### src/rtl/ahb_decoder_np.sv
// ahb_decoder_np: AHB-Lite address decoder for one bus-matrix input stage,
// with data-phase response mux and an embedded two-cycle ERROR default slave.
module ahb_decoder_np #(
    parameter int                      NUM_PORTS = 2,
    parameter logic [NUM_PORTS*22-1:0] PORT_BASE = {22'h080000, 22'h000000},
    parameter logic [NUM_PORTS*22-1:0] PORT_MASK = {22'h3FFFC0, 22'h3FFFC0}
) (
    input  logic                   HCLK,
    input  logic                   HRESETn,
    input  logic                   HREADYS,
    input  logic                   sel_dec,
    input  logic [21:0]            decode_addr_dec,
    input  logic [1:0]             trans_dec,
    input  logic [NUM_PORTS-1:0]   port_en,
    input  logic                   err_clr,
    input  logic [NUM_PORTS-1:0]   active_in,
    input  logic [NUM_PORTS-1:0]   readyout_in,
    input  logic [2*NUM_PORTS-1:0] resp_in,
    input  logic [32*NUM_PORTS-1:0] rdata_in,
    output logic [NUM_PORTS-1:0]   sel_out,
    output logic                   active_dec,
    output logic                   HREADYOUTS,
    output logic [1:0]             HRESPS,
    output logic [31:0]            HRDATAS,
    output logic [7:0]             err_count
);

    localparam int            DW  = $clog2(NUM_PORTS + 1);
    localparam logic [DW-1:0] DFT = DW'(NUM_PORTS);

    localparam logic [1:0] S_OKAY = 2'd0;
    localparam logic [1:0] S_ERR1 = 2'd1;
    localparam logic [1:0] S_ERR2 = 2'd2;

    logic [DW-1:0] r_data_port;
    logic [1:0]    r_state;
    logic [7:0]    r_err_count;

    logic [DW-1:0] w_match_idx;
    logic          w_match;
    logic [DW-1:0] w_addr_port;
    logic          w_dft_sel;
    logic          w_qual;
    logic          w_inc;
    logic [1:0]    w_state_nxt;
    logic          w_dft_ready;
    logic [1:0]    w_dft_resp;

    // Descending scan so the lowest matching index is the one left standing.
    always_comb begin
        w_match     = 1'b0;
        w_match_idx = DFT;
        for (int p = NUM_PORTS - 1; p >= 0; p--) begin
            if (port_en[p] &&
                ((decode_addr_dec & PORT_MASK[22*p +: 22]) ==
                 PORT_BASE[22*p +: 22])) begin
                w_match     = 1'b1;
                w_match_idx = DW'(p);
            end
        end
    end

    // An unmapped IDLE keeps the current data port so idles cause no switch.
    always_comb begin
        if (w_match)
            w_addr_port = w_match_idx;
        else if (trans_dec == 2'b00)
            w_addr_port = r_data_port;
        else
            w_addr_port = DFT;
    end

    always_comb begin
        sel_out    = '0;
        active_dec = 1'b1;
        for (int p = 0; p < NUM_PORTS; p++) begin
            if (w_addr_port == DW'(p)) begin
                sel_out[p] = sel_dec;
                active_dec = active_in[p];
            end
        end
    end

    assign w_dft_sel = sel_dec & (w_addr_port == DFT);
    assign w_qual    = w_dft_sel & HREADYS & trans_dec[1];
    assign w_inc     = w_qual & (r_state != S_ERR1);

    always_comb begin
        w_state_nxt = S_OKAY;
        case (r_state)
            S_OKAY:  w_state_nxt = w_qual ? S_ERR1 : S_OKAY;
            S_ERR1:  w_state_nxt = S_ERR2;
            S_ERR2:  w_state_nxt = w_qual ? S_ERR1 : S_OKAY;
            default: w_state_nxt = S_OKAY;
        endcase
    end

    assign w_dft_ready = (r_state != S_ERR1);
    assign w_dft_resp  = (r_state == S_OKAY) ? 2'b00 : 2'b01;

    always_ff @(posedge HCLK or negedge HRESETn) begin
        if (!HRESETn) begin
            r_data_port <= DFT;
            r_state     <= S_OKAY;
            r_err_count <= 8'd0;
        end else begin
            if (HREADYS)
                r_data_port <= w_addr_port;
            r_state <= w_state_nxt;
            if (err_clr)
                r_err_count <= {7'd0, w_inc};
            else if (w_inc && (r_err_count != 8'hFF))
                r_err_count <= r_err_count + 8'd1;
        end
    end

    assign err_count = r_err_count;

    always_comb begin
        HREADYOUTS = w_dft_ready;
        HRESPS     = w_dft_resp;
        HRDATAS    = '0;
        for (int p = 0; p < NUM_PORTS; p++) begin
            if (r_data_port == DW'(p)) begin
                HREADYOUTS = readyout_in[p];
                HRESPS     = resp_in[2*p +: 2];
                HRDATAS    = rdata_in[32*p +: 32];
            end
        end
    end

endmodule

### config.mk
export PLATFORM = sky130hd
export DESIGN_NAME = ahb_decoder_np
export DESIGN_NICKNAME = d
export VERILOG_FILES = /design/src/rtl/ahb_decoder_np.sv
export SDC_FILE = /design/constraint.sdc
export NUM_CORES = 1
export LEC_CHECK = 0
export ABC_AREA = 0
export CORE_ASPECT_RATIO = 1.1
export CORE_MARGIN = 5
export CORE_UTILIZATION = 26
export DETAILED_ROUTE_END_ITERATION = 12
export GPL_ROUTABILITY_DRIVEN = 1
export PLACE_DENSITY = 0.82
export SYNTH_ARGS = -nofsm -noshare
export SYNTH_HDL_FRONTEND = slang
export SYNTH_SLANG_ARGS = --single-unit
### constraint.sdc
create_clock -name HCLK -period 1.9 [get_ports HCLK]
set_clock_uncertainty 0.15 [all_clocks]
set_input_delay 0.285 -clock HCLK [delete_from_list [all_inputs] [get_ports HCLK]]
set_output_delay 0.285 -clock HCLK [all_outputs]
set_load 0.01 [all_outputs]
==> results of run 1 <==
## power groups by stage
stage	sequential [mW]	combinational [mW]	clock (mW)
2_1_floorplan	0.270	0.0515	0
3_3_place_gp	0.266	0.295	0
6_report	0.263	0.311	0.244
5_1_grt	0.263	0.332	0.263
3_5_place_dp	0.267	0.301	0
4_1_cts	0.262	0.304	0.250
## synthesized netlist by cell type, types with 2 or more instances
library cell,number
a211oi_1,4
nor2_1,42
mux2i_1,35
nor4_2,3
clkbuf_1,2
a21oi_1,7
buf_1,3
nand2_1,6
nor3_1,3
nand3_1,2
nor2b_1,3
nor4_1,2
o21ai_1,2
o31ai_1,3
or3_1,2
or4_1,2
o21ai_0,2
dfrtp_1,11
buf_2,4
## per-stage QoR
stage | utilization (%) | TNS (ps)
finish | 63.2 | -166
global placement | 60.5 | -6050
detailed placement | 60.5 | -6990
floorplan | - | 0
CTS | 62.0 | -260
global route | 63.2 | -617
## per-layer routing
layer  wire, um  vias to the layer above  global-route usage [%]
met3        627                       12                    4.83
met2       3460                      102                    35.1
met5          0                        -                       0
met1       2380                      880                    19.0
li1           -                      950                       -
met4        173                        0                    7.03
## critical path: cells and delay by family
kind,cells,cell delay (ps)
AND/OR/NAND/NOR,3,560
buffers and inverters,3,440
AO/OA/AOI/OAI,2,290
## state kept, by name (all words and copies together), names as in the netlist
register,cells
err_count,8
r_data_port,2
r_state,2
## cell type report
cell class	count	area, sq um	share of cell area (%)
Sequential cell	12	304	9.55
Inverter	1	3.75	0.118
Timing Repair Buffer	184	1660	52.2
Tap cell	58	72.6	2.28
Multi-Input combinational cell	140	1100	34.5
Clock buffer	4	45.0	1.42
## cell families after synthesis
logic type / Yosys count / share of synthesized area, %
AND/OR/NAND/NOR: 75 / 31.4
multiplexers: 37 / 28.3
AO/OA/AOI/OAI: 26 / 13.4
flip-flops: 12 / 22.2
buffers and inverters: 10 / 3.14
XOR/XNOR: 1 / 0.646
adder cells (fa/ha/maj): 1 / 0.922
## timing repair
action / CTS / global route
pin swaps: 9 / 5
setup endpoints to repair: 48 / 30
gates resized for setup: 179 / 26
buffers inserted: 10 / 5
endpoints found under the hold margin: 0 / 0
cloned: 0 / 0
## path summary, 6_finish.rpt
kind                                     start            to  slack, ps
max in group asynchronous              HRESETn  err_count[0]        930
hold / removal                         HRESETn  err_count[6]        260
min in group HCLK                   r_state[0]    r_state[0]        300
setup / recovery           decode_addr_dec[21]    active_dec       -110
setup reg to reg                  err_count[0]  err_count[7]         20
hold reg to reg                     r_state[0]    r_state[0]        300
==> reports/metrics.yaml, run 1 <==
outcome: "finished, violations left"
violations: "setup timing"
syn_area_sq_mm: 0.00136
max_freq_ghz: 0.497
path_cells: "clkdlybuf4s15_1 -> nor3_1 -> buf_4 -> nand4_4 -> or2_4 -> o21a_1 -> o22a_1 -> buf_2"
critPathKind: "in -> out"
dpl_cell_area_sq_mm: 0.00305
layout_min_cycle_time_ps: 2010
grt_usage_pct: 18.4
synth_cell_types: 43
combPwrFrac_pct: 38.0
final_antenna_net_count: 0
area_delta_synth_final_pct: 135
worstPathMaxFanout: 4
clkLatencyLatePin_ps: 240
worstPathRequired_ps: 1460
place_congestion: 0.743
port_buffers: 142
drc: 0
num_rows: 27
crit_slowest_cell: "or2_4"
power_mw: 0.819
end_kind: "output pin"
synth_flop_cell: "dfrtp_1"
start_util_pct: 26.9
max_cap_viol_count: 0
grt_pass1_vias: 1973
core_region_area_sq_mm: 0.00503
grt_pass1_wl_um: 9850
numCtsBuffers: 3
root_buffer: "clkbuf_8"
die_area_sq_mm: 0.00676
rsz0062_at_grt: "yes"
max_stage_delay_ps: 300
synth_edf_count: 0
vias_per_cell: 4.87
die_y_um: 85.8
worstMarginPinSlew_ps: 573
arrival_ps: 1580
clockBufferDepth: 2
start_kind: "primary input"
layout_common_cells: "87 x clkdlybuf4s50_1, 42 x nor2_1, 31 x mux2i_1"
wl_per_cell_um: 16.6
dp_slack_ps: -955
synth.area.top_cells: "mux2i_1 26%, dfrtp_1 20%, nor2_1 12%"
wirelength_um: 6640
seq_area_frac_synth_pct: 22.2
h-tree-depth: 1
finalMaxSlewViolations: 0
p_int_mw: 0.627
cts_hold_buf: 0
ir_drop_uv: 211
drive_gt1_share_pct: 31.7
die_w_um: 78.9
yosysTopAreaCell: "mux2i_1"
p_sw_mw: 0.192
post-route-period-util_pct: 106
sw_frac_of_total_pct: 23.4
pin_count: 149
diodes: 0
yosysWarningCount: 0
grt_max_degree: 25
clkPwrFrac_pct: 29.8
slew_headroom_pct: 61.7
setup-violations-final: 3
hpwl_um: 5380
avgSynthCellArea_sq_um: 8.37
holdCritPathClass: "in -> async"
path_clk_slew_ps: 50
syn_inst: 162
yosys.area.top_type_share_pct: 25.8
cts_tree: "built"
r2r.worst_path.cells: 6
ys_ff_latch: 12
power_density_mw_per_mm2: 257
fin_area_sq_mm: 0.00318
seq_power_share_pct: 32.1
async_flop_share_pct: 100
gr-total-overflow: 0
p_leak_nw: 1.38
vias: 1944
layout_commonest_cell: "clkdlybuf4s50_1"
drt_first_pass_iters: 4
synth_nets: 266
nets: 446
antenna_found_initial: 0
setup_ws_ps: -113
cts.sinks: 12
n_fill_cell: 441
timing.final.hold_violations: 0
whs_ps: 259
dp_cells: 382
fin_cells: 399
initialDrtViolationCount: 42
(Power assumes the default switching activity.)
==> run 2: changes to the inputs <==
CORE_MARGIN = 10   (was 5)
==> run 2 against run 1 <==
Compared with the run above:
- the run still ends with setup timing left
- highest routed layer unchanged
- critical path depth fell by 1
- utilization rose by 1.1 points
- largest cell class unchanged
- critical endpoint unchanged
- final cell count did not move
- sequential share of layout area fell by 0.17 points
- first-iteration DRC count rose by 2.4%
- flip-flop and latch count did not move
- worst hold slack got worse by 14 ps
- fmax rose by 1.0%
- global-route usage fell by 3.4 points
==> reports/metrics.yaml, run 2 (synthesized netlist as in run 1, its figures left out) <==
setup-violations-final: 2
fin_util_pct: 64.4
initialDrtViolationCount: 43
drc: 0
dpl_cell_area_sq_mm: 0.00307
grt_max_degree: 21
setup_ws_ps: -91.8
power_density_mw_per_mm2: 252
r2r_slack_ps: 0
drt_first_pass_iters: 4
violations: "setup timing"
die_area_sq_mm: 0.00851
hpwl_um: 5920
worstPathMaxFanout: 4
outcome: "finished, violations left"
max_freq_ghz: 0.502
die_y_um: 95.8
critPathKind: "in -> out"
pin_count: 149
end_kind: "output pin"
r2r_start: "err_count[0]"
h-tree-depth: 1
start_kind: "primary input"
start_util_pct: 26.9
place_congestion: 0.756
clockBufferDepth: 2
vias_per_cell: 4.88
finalMaxSlewViolations: 0
ir_drop_uv: 272
rsz0062_at_grt: "yes"
layout_min_cycle_time_ps: 1990
tns_ps: -119
timing.final.hold_violations: 0
p_leak_nw: 1.38
fin_cells: 399
power_mw: 0.818
r2r.worst_path.cells: 6
root_buffer: "clkbuf_8"
post-route-period-util_pct: 105
core_region_area_sq_mm: 0.00503
regArea_sq_um: 304
multi_input_area_sq_mm: 0.00113
grt_pass1_wl_um: 10200
wl_per_cell_um: 18.2
largest_reg_flops: 8
critPathLaunch: "decode_addr_dec[17]"
wirelength_um: 7280
worstPathRequired_ps: 1460
arrival_ps: 1560
grt_pass1_vias: 1971
area_delta_synth_final_pct: 139
vias: 1948
r2r_end: "err_count[5]"
num_rows: 27
max_cap_viol_count: 0
drive_gt1_share_pct: 33.2
path_clk_slew_ps: 50
dp_slack_ps: -904
die_w_um: 88.9
holdCritPathClass: "in -> async"
slew_headroom_pct: 63.3
whs_ps: 245
clkLatencyLatePin_ps: 240
nets: 445
cts.sinks: 12
layout_commonest_cell: "clkdlybuf4s50_1"
port_buffers: 142
numCtsBuffers: 3
antenna_found_initial: 1
fin_area_sq_mm: 0.00324
layout_common_cells: "84 x clkdlybuf4s50_1, 41 x nor2_1, 33 x mux2i_1"
cts_hold_buf: 0
final_antenna_net_count: 0
n_fill_cell: 422
worstMarginPinSlew_ps: 548
gr-total-overflow: 0
dp_cells: 385
grt_usage_pct: 15.0
cp-endpoint: "active_dec"
cts_tree: "built"
-- run 2: power breakdown --
group	total, mW	internal [mW]	switching, mW
Combinational	0.312	0.219	0.0929
Clock	0.242	0.148	0.0938
Sequential	0.264	0.260	0.00357
-- run 2: routing by layer --
metal	up-vias	track usage, %	part of all wire (%)
met4	0	3.64	1.6
met2	103	27.0	48
met5	-	0	0
li1	948	-	-
met3	8	7.10	14
met1	889	15.3	36
-- run 2: how the worst min path moves through the flow --
stage	to	slack [ps]	cells past startpoint
floorplan	err_count[0]	-160	0
global placement	r_state[0]	290	1
detailed placement	r_state[0]	300	1
CTS	err_count[5]	270	1
global route	err_count[6]	290	1
finish	err_count[5]	240	1
-- run 2: layout make-up --
class | count | share of cell area [%]
Antenna cell | 1 | 0.0772
Clock buffer | 4 | 1.39
Inverter | 1 | 0.116
Multi-Input combinational cell | 140 | 35.0
Sequential cell | 12 | 9.39
Tap cell | 58 | 2.24
Timing Repair Buffer | 183 | 51.8
-- run 2: critical path, stage by stage --
cell and delay, ps:
buf_2 110, nor4_4 300, nand4_4 140, or2_4 280, o21a_1 110, o22a_1 190
buf_2 140
-- run 2: repair_timing --
| action | CTS | global route |
|---|---|---|
| setup endpoints to repair | 47 | 36 |
| pin swaps | 15 | 7 |
| gates resized for setup | 161 | 48 |
| cloned | 1 | 1 |
| buffers inserted | 6 | 1 |
| endpoints found under the hold margin | 0 | 0 |
